==> config.mk <==
export PLATFORM = sky130hd
export DESIGN_NAME = fifo_width_packer_flat
export DESIGN_NICKNAME = d
export VERILOG_FILES = /design/src/rtl/fifo_width_packer_if.sv /design/src/rtl/fifo_width_packer.sv /design/src/flat_wrapper.sv
export SDC_FILE = /design/constraint.sdc
export NUM_CORES = 1
export LEC_CHECK = 0
export ABC_AREA = 1
export CORE_UTILIZATION = 50
export CTS_CLUSTER_SIZE = 16
export DETAILED_ROUTE_END_ITERATION = 10
export GPL_ROUTABILITY_DRIVEN = 0
export PLACE_DENSITY = 0.75
export SLEW_MARGIN = 30
export SYNTH_ARGS = -nofsm -noshare
export SYNTH_HDL_FRONTEND = slang
export SYNTH_SLANG_ARGS = --single-unit
export TNS_END_PERCENT = 30
==> constraint.sdc <==
create_clock -name clk -period 2.8 [get_ports clk]
set_clock_uncertainty 0.2 [all_clocks]
set_input_delay 0.42 -clock clk [delete_from_list [all_inputs] [get_ports clk]]
set_output_delay 0.42 -clock clk [all_outputs]
set_load 0.02 [all_outputs]
==> src/rtl/fifo_width_packer_if.sv <==
// Handshake bundle between a narrow FWFT upstream FIFO read port and a wide
// downstream FIFO write port, as seen by the width packer.
interface fifo_width_packer_if #(
  parameter int IN_WIDTH = 32,
  parameter int RATIO    = 4
);
  localparam int OUT_WIDTH = IN_WIDTH * RATIO;

  logic                 in_empty_n;
  logic                 in_read;
  logic                 in_read_ce;
  logic [IN_WIDTH-1:0]  in_dout;
  logic                 out_full_n;
  logic                 out_write;
  logic                 out_write_ce;
  logic [OUT_WIDTH-1:0] out_din;

  // master: the packer itself; slave: the FIFOs around it
  modport master (
    input  in_empty_n, in_dout, out_full_n,
    output in_read, in_read_ce, out_write, out_write_ce, out_din
  );
  modport slave (
    output in_empty_n, in_dout, out_full_n,
    input  in_read, in_read_ce, out_write, out_write_ce, out_din
  );
endinterface

==> src/rtl/fifo_width_packer.sv <==
// Streaming upsizer: packs RATIO narrow FWFT words (first arrival in the LSBs)
// into one wide word; flush emits a zero-padded partial word.
module fifo_width_packer #(
  parameter int IN_WIDTH = 32,
  parameter int RATIO    = 4
) (
  input  logic                 clk,
  input  logic                 reset,
  fifo_width_packer_if.master  bus,
  input  logic                 flush,
  output logic                 busy
);
  localparam int OUT_WIDTH = IN_WIDTH * RATIO;
  localparam int CNT_WIDTH = $clog2(RATIO);
  localparam logic [CNT_WIDTH-1:0] LAST_LANE = CNT_WIDTH'(RATIO - 1);

  logic [OUT_WIDTH-1:0] acc;
  logic [CNT_WIDTH-1:0] cnt;
  logic                 out_valid;
  logic [OUT_WIDTH-1:0] out_data;
  logic                 flush_pending;

  logic slot_free;
  logic out_fire;
  logic rd;
  logic completes;
  logic flush_emit;

  always_comb begin
    slot_free  = !out_valid || bus.out_full_n;
    out_fire   = out_valid && bus.out_full_n;
    // Only the last lane needs the output slot, so backpressure stalls it alone
    rd         = reset && bus.in_empty_n && !flush && !flush_pending &&
                 ((cnt != LAST_LANE) || slot_free);
    completes  = rd && (cnt == LAST_LANE);
    flush_emit = flush_pending && slot_free;
  end

  assign bus.in_read      = rd;
  assign bus.in_read_ce   = 1'b1;
  assign bus.out_write    = out_valid;
  assign bus.out_write_ce = 1'b1;
  assign bus.out_din      = out_data;
  assign busy             = (cnt != '0) || out_valid || flush_pending;

  always_ff @(posedge clk or negedge reset) begin
    if (!reset) begin
      acc           <= '0;
      cnt           <= '0;
      out_valid     <= 1'b0;
      out_data      <= '0;
      flush_pending <= 1'b0;
    end else begin
      if (rd) begin
        if (completes) begin
          out_data <= {bus.in_dout, acc[OUT_WIDTH-IN_WIDTH-1:0]};
          acc      <= '0;
          cnt      <= '0;
        end else begin
          for (int i = 0; i < RATIO; i++) begin
            if (cnt == CNT_WIDTH'(i)) acc[i*IN_WIDTH +: IN_WIDTH] <= bus.in_dout;
          end
          cnt <= cnt + CNT_WIDTH'(1);
        end
      end else if (flush_emit) begin
        // Unfilled lanes of acc are already zero, giving the padding for free
        out_data <= acc;
        acc      <= '0;
        cnt      <= '0;
      end

      if (flush_emit)
        flush_pending <= 1'b0;
      else if (flush && (cnt != '0))
        flush_pending <= 1'b1;

      if (completes || flush_emit)
        out_valid <= 1'b1;
      else if (out_fire)
        out_valid <= 1'b0;
    end
  end
endmodule

==> src/flat_wrapper.sv <==
// flat-port wrapper written by rule: the top's interface ports become plain ports
module fifo_width_packer_flat 
#(
  parameter int IN_WIDTH = 32,
  parameter int RATIO    = 4
)
  (clk, reset, flush, busy, bus_in_empty_n, bus_in_dout, bus_out_full_n, bus_in_read, bus_in_read_ce, bus_out_write, bus_out_write_ce, bus_out_din);
  fifo_width_packer_if #(.IN_WIDTH(IN_WIDTH), .RATIO(RATIO)) bus_i ();
  input  logic clk;
  input  logic reset;
  input  logic flush;
  output logic busy;
  input wire logic [$bits(bus_i.in_empty_n)-1:0] bus_in_empty_n;
  input wire logic [$bits(bus_i.in_dout)-1:0] bus_in_dout;
  input wire logic [$bits(bus_i.out_full_n)-1:0] bus_out_full_n;
  output wire logic [$bits(bus_i.in_read)-1:0] bus_in_read;
  output wire logic [$bits(bus_i.in_read_ce)-1:0] bus_in_read_ce;
  output wire logic [$bits(bus_i.out_write)-1:0] bus_out_write;
  output wire logic [$bits(bus_i.out_write_ce)-1:0] bus_out_write_ce;
  output wire logic [$bits(bus_i.out_din)-1:0] bus_out_din;
  assign bus_i.in_empty_n = bus_in_empty_n;
  assign bus_i.in_dout = bus_in_dout;
  assign bus_i.out_full_n = bus_out_full_n;
  assign bus_in_read = bus_i.in_read;
  assign bus_in_read_ce = bus_i.in_read_ce;
  assign bus_out_write = bus_i.out_write;
  assign bus_out_write_ce = bus_i.out_write_ce;
  assign bus_out_din = bus_i.out_din;
  fifo_width_packer #(.IN_WIDTH(IN_WIDTH), .RATIO(RATIO)) u_core (.clk(clk), .reset(reset), .bus(bus_i), .flush(flush), .busy(busy));
endmodule
==> results of run 1 <==
## stage by stage
stage	total power [W]	area, sq um	std cells
2_1_floorplan	0.00785	10800	1289
3_3_place_gp	0.00994	12700	1665
3_5_place_dp	0.0100	12700	1665
4_1_cts	0.0133	13500	1708
5_1_grt	0.0139	13600	1709
6_report	0.0132	13600	1709
## state kept, by name (all words and copies together), names as in the netlist
| name | flops |
|---|---|
| u_core.cnt | 2 |
| u_core.bus.out_write | 1 |
| u_core.bus.out_din | 128 |
| u_core.acc | 128 |
| u_core.flush_pending | 1 |
## area by class of cell
type / instances / area share
clock buffers: 38 / 0.0566
clock inverters: 4 / 0.00148
inverters: 74 / 0.0205
multi-input cells: 867 / 0.271
flip-flops and latches: 260 / 0.480
well taps: 275 / 0.0254
repair buffers: 191 / 0.145
## repair_timing
| item | in CTS | in global routing |
|---|---|---|
| buffers inserted | 0 | 0 |
| resized for setup | 1 | 0 |
| setup endpoints to repair | 1 | 0 |
| hold endpoints to repair | 144 | 0 |
| hold buffers | 1 | 0 |
## cell usage in the layout, fill, tap and decap left out, types with 4 or more instances in the layout
master and n:
clkinv_2 4, buf_4 14, ha_1 4, buf_12 7, clkbuf_16 27, clkbuf_1 6
nand2_1 523, clkbuf_8 5, clkdlybuf4s50_1 165, nand3_1 263, dfrtp_1 260, nor2_1 66
inv_1 73
## cells by family (layout without fill, tap and decap cells)
kind of cell / count (synthesis) / count (layout) / synth area share
and+or+nand+nor: 860 / 860 / 0.331
DFF: 260 / 260 / 0.600
buffers and inverters: 162 / 307 / 0.0638
adders and majority gates: 4 / 4 / 0.00462
other: 1 / 2 / 0.000346
AOI/OAI and AO/OA: 1 / 1 / 0.000461
## worst max-delay path by stage
stage	to	startpoint
after CTS	busy	u_core.cnt[0]
after floorplan	bus_in_read	u_core.cnt[0]
after global routing	busy	u_core.cnt[0]
final	busy	u_core.cnt[0]
after global placement	bus_in_read	bus_out_full_n
after detailed placement	bus_in_read	bus_out_full_n
## worst reg2reg max path, delay by kind of cell (launching register included)
| family | cells | cell delay (ps) |
|---|---|---|
| adder cells (fa/ha/maj) | 1 | 310 |
| buffers and inverters | 1 | 430 |
| flip-flops | 1 | 410 |
| AND/OR/NAND/NOR | 4 | 730 |
## metal layers
metal / GRT usage / share of wire
met4: 0.0806 / 0.024
met2: 0.381 / 0.47
met5: 0 / 0
met3: 0.0287 / 0.057
met1: 0.379 / 0.45
## where the power goes
group	switching [W]	internal, W	total (W)
Clock	0.00137	0.00187	0.00324
Sequential	0.000625	0.00473	0.00535
Combinational	0.00273	0.00190	0.00463
Total	0.00472	0.00850	0.0132
==> flow_metrics.tcl, run 1 <==
set metrics [dict create \
    worst_pin_slew_ps 644 \
    synth_edf_count 0 \
    grt.overflow.total 0 \
    cts_htree_levels 1 \
    core_area_sq_um 21200 \
    slew_headroom 0.570 \
    clockBufferDepth 3 \
    cp_top_family "buffers and inverters" \
    fp-row-count 53 \
    cts_tree "done" \
    cp_slowest_cell "clkdlybuf4s50_1" \
    viasPerCell 5.28 \
    grt_pass1_wl_microns 44600 \
    rsz0062_at_grt "no" \
    grt_usage 0.252 \
    criticalPathCategory "flop to output pin" \
    p_leak_nw 7.33 \
    synthCells 1288 \
    synth_most_common_cell "nand2_1" \
    clock-root-buffer "clkbuf_16" \
    synth-seq-cells 260 \
    avgSynthCellArea_sq_um 8.42 \
    min_path_type "flop to flop" \
    hold_path_end "u_core.bus.out_din[4]" \
    powerDensity_nw_per_um2 976 \
    final_util 0.641 \
    cts_buffers 26 \
    clk_pin_slew_ps 60 \
    cp.arrival_ps 1990 \
    rr_startpoint "u_core.cnt[0]" \
    grt_pass1_vias 8621 \
    finalSetupViolations 0 \
    post_route_cells_drive_above_1_share 0.0474 \
    drc 0 \
    min-delay-start "u_core.acc[4]" \
    nFillCells 1791 \
    die_w_microns 149 \
    synth.area.top_cells "dfrtp_1 (60%), nand2_1 (18%), nand3_1 (12%), inv_1 (2.5%), nor2_1 (2.3%)" \
    synth_common_cells "nand2_1 (524), nand3_1 (264), dfrtp_1 (260), inv_1 (73), nor2_1 (66)" \
    clk_latency_ps 520 \
    ys.flop_type "dfrtp_1" \
    multi_input_area_sq_um 3670 \
    avgRoutedWirePerCell_microns 16.2 \
    crit_buf_inv 3 \
    dieArea_sq_um 22300 \
    final_nets 1461 \
    async_flop_share 1.00 \
    rrSetupSlack_ps 650 \
    antenna_found_initial 0 \
    slowest_delay_ps 600 \
    slew_violations 0 \
    period_needed_ps 2610 \
    initial_core_util 0.512 \
    port_buffers 167 \
    r2r_cells 6 \
    num_vias 9021 \
    fin_ws_ps 188 \
    preCtsSetupSlack_ps 303 \
    clkSinkCount 260 \
    crit_cells 6 \
    critPathMaxFanout 5 \
    hold_violations 0 \
    fin_crit_sh 0.933 \
    crit_top_cell "inv_1" \
    io_pins 170 \
    dp_hpwl_microns 17600 \
    syn_area_sq_um 10800 \
    drt-total-wl_microns 27600 \
    synth.yosys.seq_area_share 0.600 \
    tns_ps 0 \
    crit_chain "inv_1 > ha_1 > inv_1 > nor2_1 > nand2_1 > clkdlybuf4s50_1" \
    yosysWarnings 0 \
    first_iter_violations 805 \
    min_path_cells 2 \
    dr.pass1.iters 5 \
    maxCapViolations 0 \
    antenna_left 0 \
    regArea_sq_um 6510 \
    hold-worst-slack_ps 269 \
    status "completed" \
    critPathLaunchType "flop" \
    cp-end-kind "output pin" \
    synth_top_area_cell "dfrtp_1" \
    post-synth-top-area-fraction 0.600 \
    die_h_microns 149 \
    fmax_ghz 0.383 \
    synthToLayoutAreaGrowth_pct 25.0 \
    synth_cell_types 18 \
    diodes 0 \
    grt_max_degree 189 \
    ir_drop_mv 0.502 \
    reg2reg_to "u_core.bus.out_din[49]" \
    cp.required_ps 2180 \
]
(Power assumes the default switching activity.)
==> run 2, diff against run 1 <==
==> constraint.sdc (replaced) <==
create_clock -name clk -period 2.63 [get_ports clk]
set_clock_uncertainty 0.2 [all_clocks]
set_input_delay 0.3945 -clock clk [delete_from_list [all_inputs] [get_ports clk]]
set_output_delay 0.3945 -clock clk [all_outputs]
set_load 0.02 [all_outputs]
==> flow_metrics.tcl, run 2 (synthesis results as in run 1) <==
set metrics [dict create \
    tns_ps 0 \
    cp-end-kind "output pin" \
    postPlaceCellArea_sq_um 12800 \
    fmax_ghz 0.419 \
    port_buffers 167 \
    slew_violations 0 \
    critPathMaxFanout 5 \
    cp.required_ps 2040 \
    cts_tree "done" \
    grt.overflow.total 0 \
    criticalPathCategory "flop to output pin" \
    place_inst 1666 \
    dieArea_sq_um 22300 \
    finalSetupViolations 0 \
    antenna_found_initial 0 \
    cp.arrival_ps 1790 \
    io_pins 170 \
    fin_ws_ps 241 \
    maxCapViolations 0 \
    final_area_sq_um 13600 \
    powerDensity_nw_per_um2 1050 \
    antenna_left 0 \
    post_cts_buffers 0 \
    critPathLaunchType "flop" \
    fp-row-count 53 \
    fin_crit_sh 0.908 \
    critPathLaunch "u_core.cnt[0]" \
    drt-total-wl_microns 27600 \
    p_leak_nw 7.35 \
    grt_max_degree 131 \
    clkSinkCount 260 \
    hold_violations 0 \
    grt_pass1_wl_microns 44500 \
    rrSetupSlack_ps 320 \
    clk_pin_slew_ps 60 \
    initial_core_util 0.512 \
    first_iter_violations 755 \
    slew_headroom 0.497 \
    final_nets 1461 \
    cts_htree_levels 1 \
    clock-root-buffer "clkbuf_16" \
    num_vias 8964 \
    die_w_microns 149 \
    cts_buffers 26 \
    period_needed_ps 2390 \
    viasPerCell 5.25 \
    core_area_sq_um 21200 \
    reg2reg_to "u_core.bus.out_din[105]" \
    timing.critical_path.to "bus_in_read" \
    avgRoutedWirePerCell_microns 16.2 \
    drc 0 \
    clk_latency_ps 520 \
    status "completed" \
    dr.pass1.iters 7 \
    final_cell_mix "nand2_1 (523), nand3_1 (263), dfrtp_1 (260)" \
    preCtsSetupSlack_ps 179 \
    ir_drop_mv 0.492 \
    synthToLayoutAreaGrowth_pct 25.6 \
    worst_pin_slew_ps 754 \
    post_route_cells_drive_above_1_share 0.0488 \
    grt_pass1_vias 8610 \
    r2r_cells 7 \
    min_path_type "flop to flop" \
    dp_hpwl_microns 17600 \
    stdcell_count 1709 \
    die_h_microns 149 \
    layout_commonest_cell "nand2_1" \
    grt_usage 0.253 \
    rsz0062_at_grt "no" \
    diodes 0 \
    clockBufferDepth 3 \
    rr_startpoint "u_core.cnt[0]" \
]
==> run 2: cell types whose count changed in the layout (fill, tap and decap cells not counted), sizes merged <==
cell           delta
clkinv            -3
bufinv            +1
clkdlybuf4s50     -1
clkbuf            +2
dlygate4sd2       +1
==> run 2: repair_timing <==
action                     in CTS  in global routing
hold endpoints to repair      260                  0
gates resized for setup         3                  0
setup endpoints to repair       2                  0
hold buffers                    1                  0
==> run 2: how the worst min path moves through the flow <==
stage              startpoint                     end  slack, ps  cells past startpoint
6_report       u_core.acc[85]  u_core.bus.out_din[85]        270                      2
5_1_grt        u_core.acc[13]  u_core.bus.out_din[13]        290                      2
4_1_cts        u_core.acc[47]  u_core.bus.out_din[47]        270                      2
3_5_place_dp   u_core.acc[89]  u_core.bus.out_din[89]        260                      2
3_3_place_gp   u_core.acc[95]  u_core.bus.out_din[95]        250                      2
2_1_floorplan           reset           u_core.acc[0]       -100                      0
==> run 2: power breakdown <==
group	internal [W]	switching, W
clock network	0.00218	0.00147
logic	0.00203	0.00291
registers	0.00503	0.000650
==> run 2: stage by stage <==
step,utilization,power [W],hold slack [ps]
after global routing,0.643,0.0150,288
after global placement,0.603,0.0106,250
after detailed placement,0.603,0.0107,256
after floorplan,-,0.00836,-101
final,0.643,0.0143,271
after CTS,0.643,0.0144,271
==> run 2: layer usage <==
layer	routed length [microns]	vias to the layer above	GRT usage
met5	0	-	0
met4	526	0	0.0740
met3	1620	39	0.0367
met2	12900	294	0.391
met1	12600	4353	0.371
li1	-	4278	-
==> run 2: critical path, cell delays in order (launching register included) <==
cell           delay (ps)
dfrtp_1               430
ha_2                  260
nand3_2                90
nand3_1                80
inv_1                  80
dlygate4sd2_1         330
==> run 2: cell type report <==
class	count	area, sq um
Fill cell	1769	7540
Sequential cell	260	6510
Multi-Input combinational cell	867	3670
Timing Repair Buffer	191	1970
Clock buffer	40	805
Tap cell	275	344
Inverter	74	278
Clock inverter	2	35.0
